<file path="src/rtl/ib_ram_update_loader_pkg.sv">
// Shared definitions for the IB-CNU LUT RAM update loader.
//   ib_state_t     : loader FSM state encoding (IDLE / LOAD / DONE)
//   ib_page_num()  : pages per multi-frame half, 2**(ENTRY_ADDR - clog2(MULTI_FRAME_NUM))
//   ib_lut_word_w(): LUT word width, LUT_PORT_SIZE * BANK_NUM
package ib_ram_update_loader_pkg;

  typedef logic [1:0] ib_state_t;

  localparam ib_state_t ST_IDLE = 2'd0;
  localparam ib_state_t ST_LOAD = 2'd1;
  localparam ib_state_t ST_DONE = 2'd2;

  localparam int unsigned LUT_W_DEFAULT = 4;

  function automatic int unsigned ib_page_num(input int unsigned entry_addr,
                                              input int unsigned multi_frame_num);
    return 32'd1 << (entry_addr - unsigned'($clog2(multi_frame_num)));
  endfunction

  function automatic int unsigned ib_lut_word_w(input int unsigned lut_port_size,
                                                input int unsigned bank_num);
    return lut_port_size * bank_num;
  endfunction

endpackage

</file>
<file path="src/rtl/ib_ram_update_loader_if.sv">
// LUT word stream (valid/ready) feeding the IB RAM update loader.
//   din       : LUT word, upper LUT_PORT_SIZE bits are bank0
//   din_valid : din is valid
//   din_ready : loader accepts din
// Modports: master (LUT source), slave (loader).
interface ib_ram_update_loader_if
  import ib_ram_update_loader_pkg::*;
#(
  parameter int unsigned W = LUT_W_DEFAULT
) ();
  logic [W-1:0] din;
  logic         din_valid;
  logic         din_ready;

  modport master (output din, output din_valid, input din_ready);
  modport slave  (input din, input din_valid, output din_ready);
endinterface

</file>
<file path="src/rtl/ib_ram_update_loader_iter_counter.sv">
// ib_iter_counter: modulo-ITER_MAX counter with increment enable.
//   clk, rst_n : clock, asynchronous active-low reset
//   inc_en     : advance the count this cycle
//   cnt        : current count, ITER_MAX-1 wraps to 0
module ib_iter_counter #(
  parameter  int unsigned ITER_MAX = 50,
  localparam int unsigned CW       = unsigned'($clog2(ITER_MAX))
) (
  input  logic          clk,
  input  logic          rst_n,
  input  logic          inc_en,
  output logic [CW-1:0] cnt
);

  always_ff @(posedge clk or negedge rst_n) begin
    if (!rst_n) begin
      cnt <= '0;
    end else if (inc_en) begin
      cnt <= (cnt == CW'(ITER_MAX - 1)) ? '0 : cnt + CW'(1);
    end
  end

endmodule

</file>
<file path="src/rtl/ib_ram_update_loader.sv">
// ib_ram_update_loader: streams one iteration of IB-CNU LUT words into the
// cnu6_f0 symmetric CN LUT RAM write port, one page per accepted beat, over
// every page of the selected multi-frame half, then pulses load_done.
// Ports:
//   write_clk, rstn   : clock, asynchronous active-low reset
//   load_start        : one-cycle start request (honoured in IDLE only)
//   load_frame        : target frame offset, sampled with load_start
//   lut_in            : LUT word stream (slave modport)
//   page_addr_ram     : {frame, page} write address
//   ram_write_data_0  : write data
//   ib_ram_we         : RAM write enable, one cycle per accepted beat
//   busy              : load in progress (LOAD or DONE)
//   load_done         : one-cycle pulse after the last page is written
//   iter_cnt          : completed loads modulo ITER_MAX
//   load_checksum     : XOR of the last completed load's words
// Build option: IB_RAM_LOAD_CHECKSUM_EN enables the checksum accumulator;
// otherwise load_checksum is tied to 0.
module ib_ram_update_loader
  import ib_ram_update_loader_pkg::*;
#(
  parameter  int unsigned LUT_PORT_SIZE   = 2,
  parameter  int unsigned BANK_NUM        = 2,
  parameter  int unsigned ENTRY_ADDR      = 4,
  parameter  int unsigned MULTI_FRAME_NUM = 2,
  parameter  int unsigned ITER_MAX        = 50,
  localparam int unsigned LUT_W           = ib_lut_word_w(LUT_PORT_SIZE, BANK_NUM),
  localparam int unsigned ITER_W          = unsigned'($clog2(ITER_MAX))
) (
  input  logic                     write_clk,
  input  logic                     rstn,
  input  logic                     load_start,
  input  logic                     load_frame,
  ib_ram_update_loader_if.slave    lut_in,
  output logic [ENTRY_ADDR-1:0]    page_addr_ram,
  output logic [LUT_W-1:0]         ram_write_data_0,
  output logic                     ib_ram_we,
  output logic                     busy,
  output logic                     load_done,
  output logic [ITER_W-1:0]        iter_cnt,
  output logic [LUT_W-1:0]         load_checksum
);

  localparam int unsigned FRAME_W  = unsigned'($clog2(MULTI_FRAME_NUM));
  localparam int unsigned PAGE_W   = ENTRY_ADDR - FRAME_W;
  localparam int unsigned PAGE_NUM = ib_page_num(ENTRY_ADDR, MULTI_FRAME_NUM);
  localparam logic [PAGE_W-1:0] PAGE_LAST = PAGE_W'(PAGE_NUM - 1);

  ib_state_t          state;
  logic [FRAME_W-1:0] frame_q;
  logic [PAGE_W-1:0]  page_q;
  logic               start_acc;
  logic               beat;
  logic               done_cyc;

  // Ready is decoded from the state register alone, so it never depends on din_valid.
  assign lut_in.din_ready = (state == ST_LOAD);
  assign busy             = (state != ST_IDLE);
  assign start_acc        = (state == ST_IDLE) && load_start;
  assign beat             = (state == ST_LOAD) && lut_in.din_valid;
  assign done_cyc         = (state == ST_DONE);

  always_ff @(posedge write_clk or negedge rstn) begin
    if (!rstn) begin
      state            <= ST_IDLE;
      frame_q          <= '0;
      page_q           <= '0;
      page_addr_ram    <= '0;
      ram_write_data_0 <= '0;
      ib_ram_we        <= 1'b0;
      load_done        <= 1'b0;
    end else begin
      ib_ram_we <= 1'b0;
      load_done <= 1'b0;
      case (state)
        ST_IDLE: begin
          if (load_start) begin
            frame_q <= FRAME_W'(load_frame);
            page_q  <= '0;
            state   <= ST_LOAD;
          end
        end
        ST_LOAD: begin
          if (lut_in.din_valid) begin
            ram_write_data_0 <= lut_in.din;
            page_addr_ram    <= {frame_q, page_q};
            ib_ram_we        <= 1'b1;
            // Wraps to 0 on the last page, so the counter never exceeds PAGE_NUM-1.
            page_q           <= page_q + PAGE_W'(1);
            if (page_q == PAGE_LAST) begin
              state <= ST_DONE;
            end
          end
        end
        ST_DONE: begin
          // Registered so the pulse lands in the cycle after the last write-enable.
          load_done <= 1'b1;
          state     <= ST_IDLE;
        end
        default: state <= ST_IDLE;
      endcase
    end
  end

`ifdef IB_RAM_LOAD_CHECKSUM_EN
  logic [LUT_W-1:0] csum_acc;

  always_ff @(posedge write_clk or negedge rstn) begin
    if (!rstn) begin
      csum_acc      <= '0;
      load_checksum <= '0;
    end else if (start_acc) begin
      csum_acc <= '0;
    end else if (beat) begin
      csum_acc <= csum_acc ^ lut_in.din;
    end else if (done_cyc) begin
      load_checksum <= csum_acc;
    end
  end
`else
  assign load_checksum = '0;
`endif

  ib_iter_counter #(
    .ITER_MAX (ITER_MAX)
  ) u_iter_counter (
    .clk    (write_clk),
    .rst_n  (rstn),
    .inc_en (done_cyc),
    .cnt    (iter_cnt)
  );

endmodule

</file>
<file path="src/flat_wrapper.sv">
// flat-port wrapper written by rule: the top's interface ports become plain ports
module ib_ram_update_loader_flat import ib_ram_update_loader_pkg::*;
#(
  parameter  int unsigned LUT_PORT_SIZE   = 2,
  parameter  int unsigned BANK_NUM        = 2,
  parameter  int unsigned ENTRY_ADDR      = 4,
  parameter  int unsigned MULTI_FRAME_NUM = 2,
  parameter  int unsigned ITER_MAX        = 50,
  localparam int unsigned LUT_W           = ib_lut_word_w(LUT_PORT_SIZE, BANK_NUM),
  localparam int unsigned ITER_W          = unsigned'($clog2(ITER_MAX))
)
  (write_clk, rstn, load_start, load_frame, page_addr_ram, ram_write_data_0, ib_ram_we, busy, load_done, iter_cnt, load_checksum, lut_in_din, lut_in_din_valid, lut_in_din_ready);
  ib_ram_update_loader_if #(.W(4)) lut_in_i ();
  input  logic write_clk;
  input  logic rstn;
  input  logic load_start;
  input  logic load_frame;
  output logic [ENTRY_ADDR-1:0] page_addr_ram;
  output logic [LUT_W-1:0] ram_write_data_0;
  output logic ib_ram_we;
  output logic busy;
  output logic load_done;
  output logic [ITER_W-1:0] iter_cnt;
  output logic [LUT_W-1:0] load_checksum;
  input wire logic [$bits(lut_in_i.din)-1:0] lut_in_din;
  input wire logic [$bits(lut_in_i.din_valid)-1:0] lut_in_din_valid;
  output wire logic [$bits(lut_in_i.din_ready)-1:0] lut_in_din_ready;
  assign lut_in_i.din = lut_in_din;
  assign lut_in_i.din_valid = lut_in_din_valid;
  assign lut_in_din_ready = lut_in_i.din_ready;
  ib_ram_update_loader #(.LUT_PORT_SIZE(LUT_PORT_SIZE), .BANK_NUM(BANK_NUM), .ENTRY_ADDR(ENTRY_ADDR), .MULTI_FRAME_NUM(MULTI_FRAME_NUM), .ITER_MAX(ITER_MAX)) u_core (.write_clk(write_clk), .rstn(rstn), .load_start(load_start), .load_frame(load_frame), .lut_in(lut_in_i), .page_addr_ram(page_addr_ram), .ram_write_data_0(ram_write_data_0), .ib_ram_we(ib_ram_we), .busy(busy), .load_done(load_done), .iter_cnt(iter_cnt), .load_checksum(load_checksum));
endmodule
</file>
<file path="config.mk">
export PLATFORM = sky130hd
export DESIGN_NAME = ib_ram_update_loader_flat
export DESIGN_NICKNAME = d
export VERILOG_FILES = /design/src/rtl/ib_ram_update_loader_pkg.sv /design/src/rtl/ib_ram_update_loader_if.sv /design/src/rtl/ib_ram_update_loader_iter_counter.sv /design/src/rtl/ib_ram_update_loader.sv /design/src/flat_wrapper.sv
export SDC_FILE = /design/constraint.sdc
export NUM_CORES = 1
export LEC_CHECK = 0
export ABC_AREA = 1
export CAP_MARGIN = 40
export CORE_MARGIN = 10
export CORE_UTILIZATION = 48
export CTS_CLUSTER_DIAMETER = 120
export DETAILED_ROUTE_END_ITERATION = 7
export PLACE_DENSITY = 0.8
export SLEW_MARGIN = 20
export SYNTH_ARGS = -nofsm -noshare
export SYNTH_HDL_FRONTEND = slang
export SYNTH_HIERARCHICAL = 1
export SYNTH_SLANG_ARGS = --single-unit
</file>
<file path="constraint.sdc">
create_clock -name write_clk -period 3.59 [get_ports write_clk]
set_input_delay 0.8975 -clock write_clk [delete_from_list [all_inputs] [get_ports write_clk]]
set_output_delay 0.8975 -clock write_clk [all_outputs]
set_load 0.01 [all_outputs]
</file>
==> out/summary.txt <==
io pins: 31
core area: 0.00198 mm2
ratio of total power to cell area: 606 mW/mm2
WL/cell: 12.2 um
synth-to-layout area growth: 30.0%
Final Wtd Congestion: 0.821
register area share after synthesis: 0.549
Die Footprint: 0.00432 mm2
synth unique cells: 18
Num CTS Buffers: 3
TritonCTS clock tree: yes
critical path required time: 2.69 ns
Ys Warns: 6
largest net degree at the start of global routing: 17
DRC Markers: 0
WL final: 2060 um
vias in the first global route: 791
gr ovfl total: 0
final antenna-violating net count: 0
antenna violations before repair: 0
maximum fanout along the worst path: 6
worst stage delay on the critical path: 0.48 ns
Port Buf Inserts: 26
WHS: 0.495 ns
placed cell count: 166
Hold WC Path Type: flip-flop to flip-flop
Final Cell Area: 0.00131 mm2
Hold Buf Count CTS: 0
slowest CP cell: clkdlybuf4s50_1
Design Power: 791 uW
critical path endpoint category: output pin
Tot GR Track Use: 0.0970
synthesized area: 0.00100 mm2
Final Util: 0.658
first-pass GRT wire length: 3400 um
commonest non-fill, non-tap cells in the layout: 45 x nand2_1, 26 x clkdlybuf4s50_1, 22 x dfrtp_1, 9 x inv_1, 8 x nor2_1
CTS Buffer Depth: 2
min cycle time layout: 2.40 ns
root buffer cell: clkbuf_4
setup slack after placement: 1.42 ns
# diodes: 0
Fin. Hold Viols: 0
Critical Path AT: 1.50 ns
Starting Density: 0.506
synthesized instance count: 114
leading cell type in the layout, fill and taps excluded: nand2_1
flops & latches, synth: 22
# resized after CTS: 0
initial DRC count: 22
Startpoint Class: flip-flop
clk_skew: 0.00256 ns
Leak: 0.677 nW
FF+latch area: 551 um2
multi-input logic area: 382 um2
Post-DP HPWL: 1650 um
Post-CTS Setup Inserts: 0
crit-path cells: nor2_1, inv_1, clkdlybuf4s50_1
FMAX: 416 MHz
Final WS setup: 1.19 ns
Period Utilization, post-route: 0.669
status: completed
clock-pin slew on the worst setup and hold paths: 0.11 ns
via count: 770
Pins Over Slew Limit: 0
DIE HEIGHT: 65.7 um
worst-skew pair later-pin latency: 0.30 ns
Setup CP Type: flip-flop to output pin
H-Tree Depth: 1
clock sink count: 22
Max Cap Viol: 0
vias per inst: 4.56
first drt pass iteration count: 4
Post-DP Area: 0.00128 mm2
# rows: 16
Die X: 65.7 um
layout cells sized above 1: 0.0493
syn avg cell area: 8.80 um2
final std cells w/o fill: 169
FILL cells: 173
fin nets: 157
post-route setup TNS: 0 ns
RSZ-0062 raised after global routing: no
Final Setup Violations: 0
Peak VDD IR: 413 uV
-- report_power, final --
group / total [mW] / switching (mW) / internal, mW / leakage [nW]
Sequential: 0.373 / 0.0530 / 0.319 / 0.284
Clock: 0.107 / 0.0683 / 0.0391 / 0.0138
Combinational: 0.311 / 0.153 / 0.157 / 0.379
Total: 0.791 / 0.275 / 0.516 / 0.677
-- worst paths after layout --
check                                                start                           end  slack [ns]  depth (start not counted)
worst max register to register             u_core/state[0]  u_core/u_iter_counter/cnt[5]        2.14                          6
min in group asynchronous                             rstn              u_core/page_q[1]        0.86                          1
worst min-delay path            u_core/ram_write_data_0[0]    u_core/ram_write_data_0[0]        0.49                          2
worst max-delay path                       u_core/state[0]                          busy        1.19                          3
worst min register to register  u_core/ram_write_data_0[0]    u_core/ram_write_data_0[0]        0.49                          2
max in group asynchronous                             rstn              u_core/page_q[0]        2.32                          2
-- registers in the layout (all words and copies together) (netlist names) --
signal / count
u_core/state: 2
u_core/page_q: 3
u_core/frame_q: 1
u_core/page_addr_ram: 4
u_core/ib_ram_we: 1
u_core/ram_write_data_0: 4
u_core/load_done: 1
u_core/u_iter_counter/cnt: 6
-- routing by layer --
metal  global-route usage  wire [um]
met5                    0          0
met4               0.0481          9
met3               0.0322        142
met2                0.153        946
met1                0.115        957
-- Yosys cell counts --
| cell type | n | share of area |
|---|---|---|
| nand2_1 | 45 | 0.17 |
| dfrtp_1 | 22 | 0.55 |
| inv_1 | 9 | 0.034 |
| nor2_1 | 8 | 0.030 |
| nand3_1 | 6 | 0.030 |
| buf_4 | 4 | 0.030 |
| ha_1 | 4 | 0.050 |
| nand4_1 | 3 | 0.019 |
| a21oi_1 | 2 | 0.010 |
| nand3b_1 | 2 | 0.015 |
| xor2_1 | 2 | 0.017 |
| buf_6 | 1 | 0.011 |
| clkinv_1 | 1 | 0.0037 |
| conb_1 | 1 | 0.0037 |
| inv_2 | 1 | 0.0037 |
| nand3_2 | 1 | 0.010 |
| nor2_4 | 1 | 0.011 |
| o21ai_0 | 1 | 0.0050 |
-- worst max-delay path, delay by kind of cell (launching register included) --
kind                   cells  cell delay [ns]
buffers and inverters      2             0.54
DFF                        1             0.46
and+or+nand+nor            1             0.20
-- final cells by class --
class / instances / share of cell area
Clock buffer: 3 / 0.0173
Tap cell: 27 / 0.0259
Multi-Input combinational cell: 79 / 0.292
Sequential cell: 22 / 0.422
Timing Repair Buffer: 27 / 0.211
Inverter: 11 / 0.0316
-- cell families after synthesis --
logic type,synth area share
xor+xnor,0.0175
flops,0.549
simple gates,0.283
buf+inv,0.0823
fa+ha+maj,0.0499
compound gates,0.0150
other cells,0.00374
No activity file was read; power rests on OpenSTA's default activity.
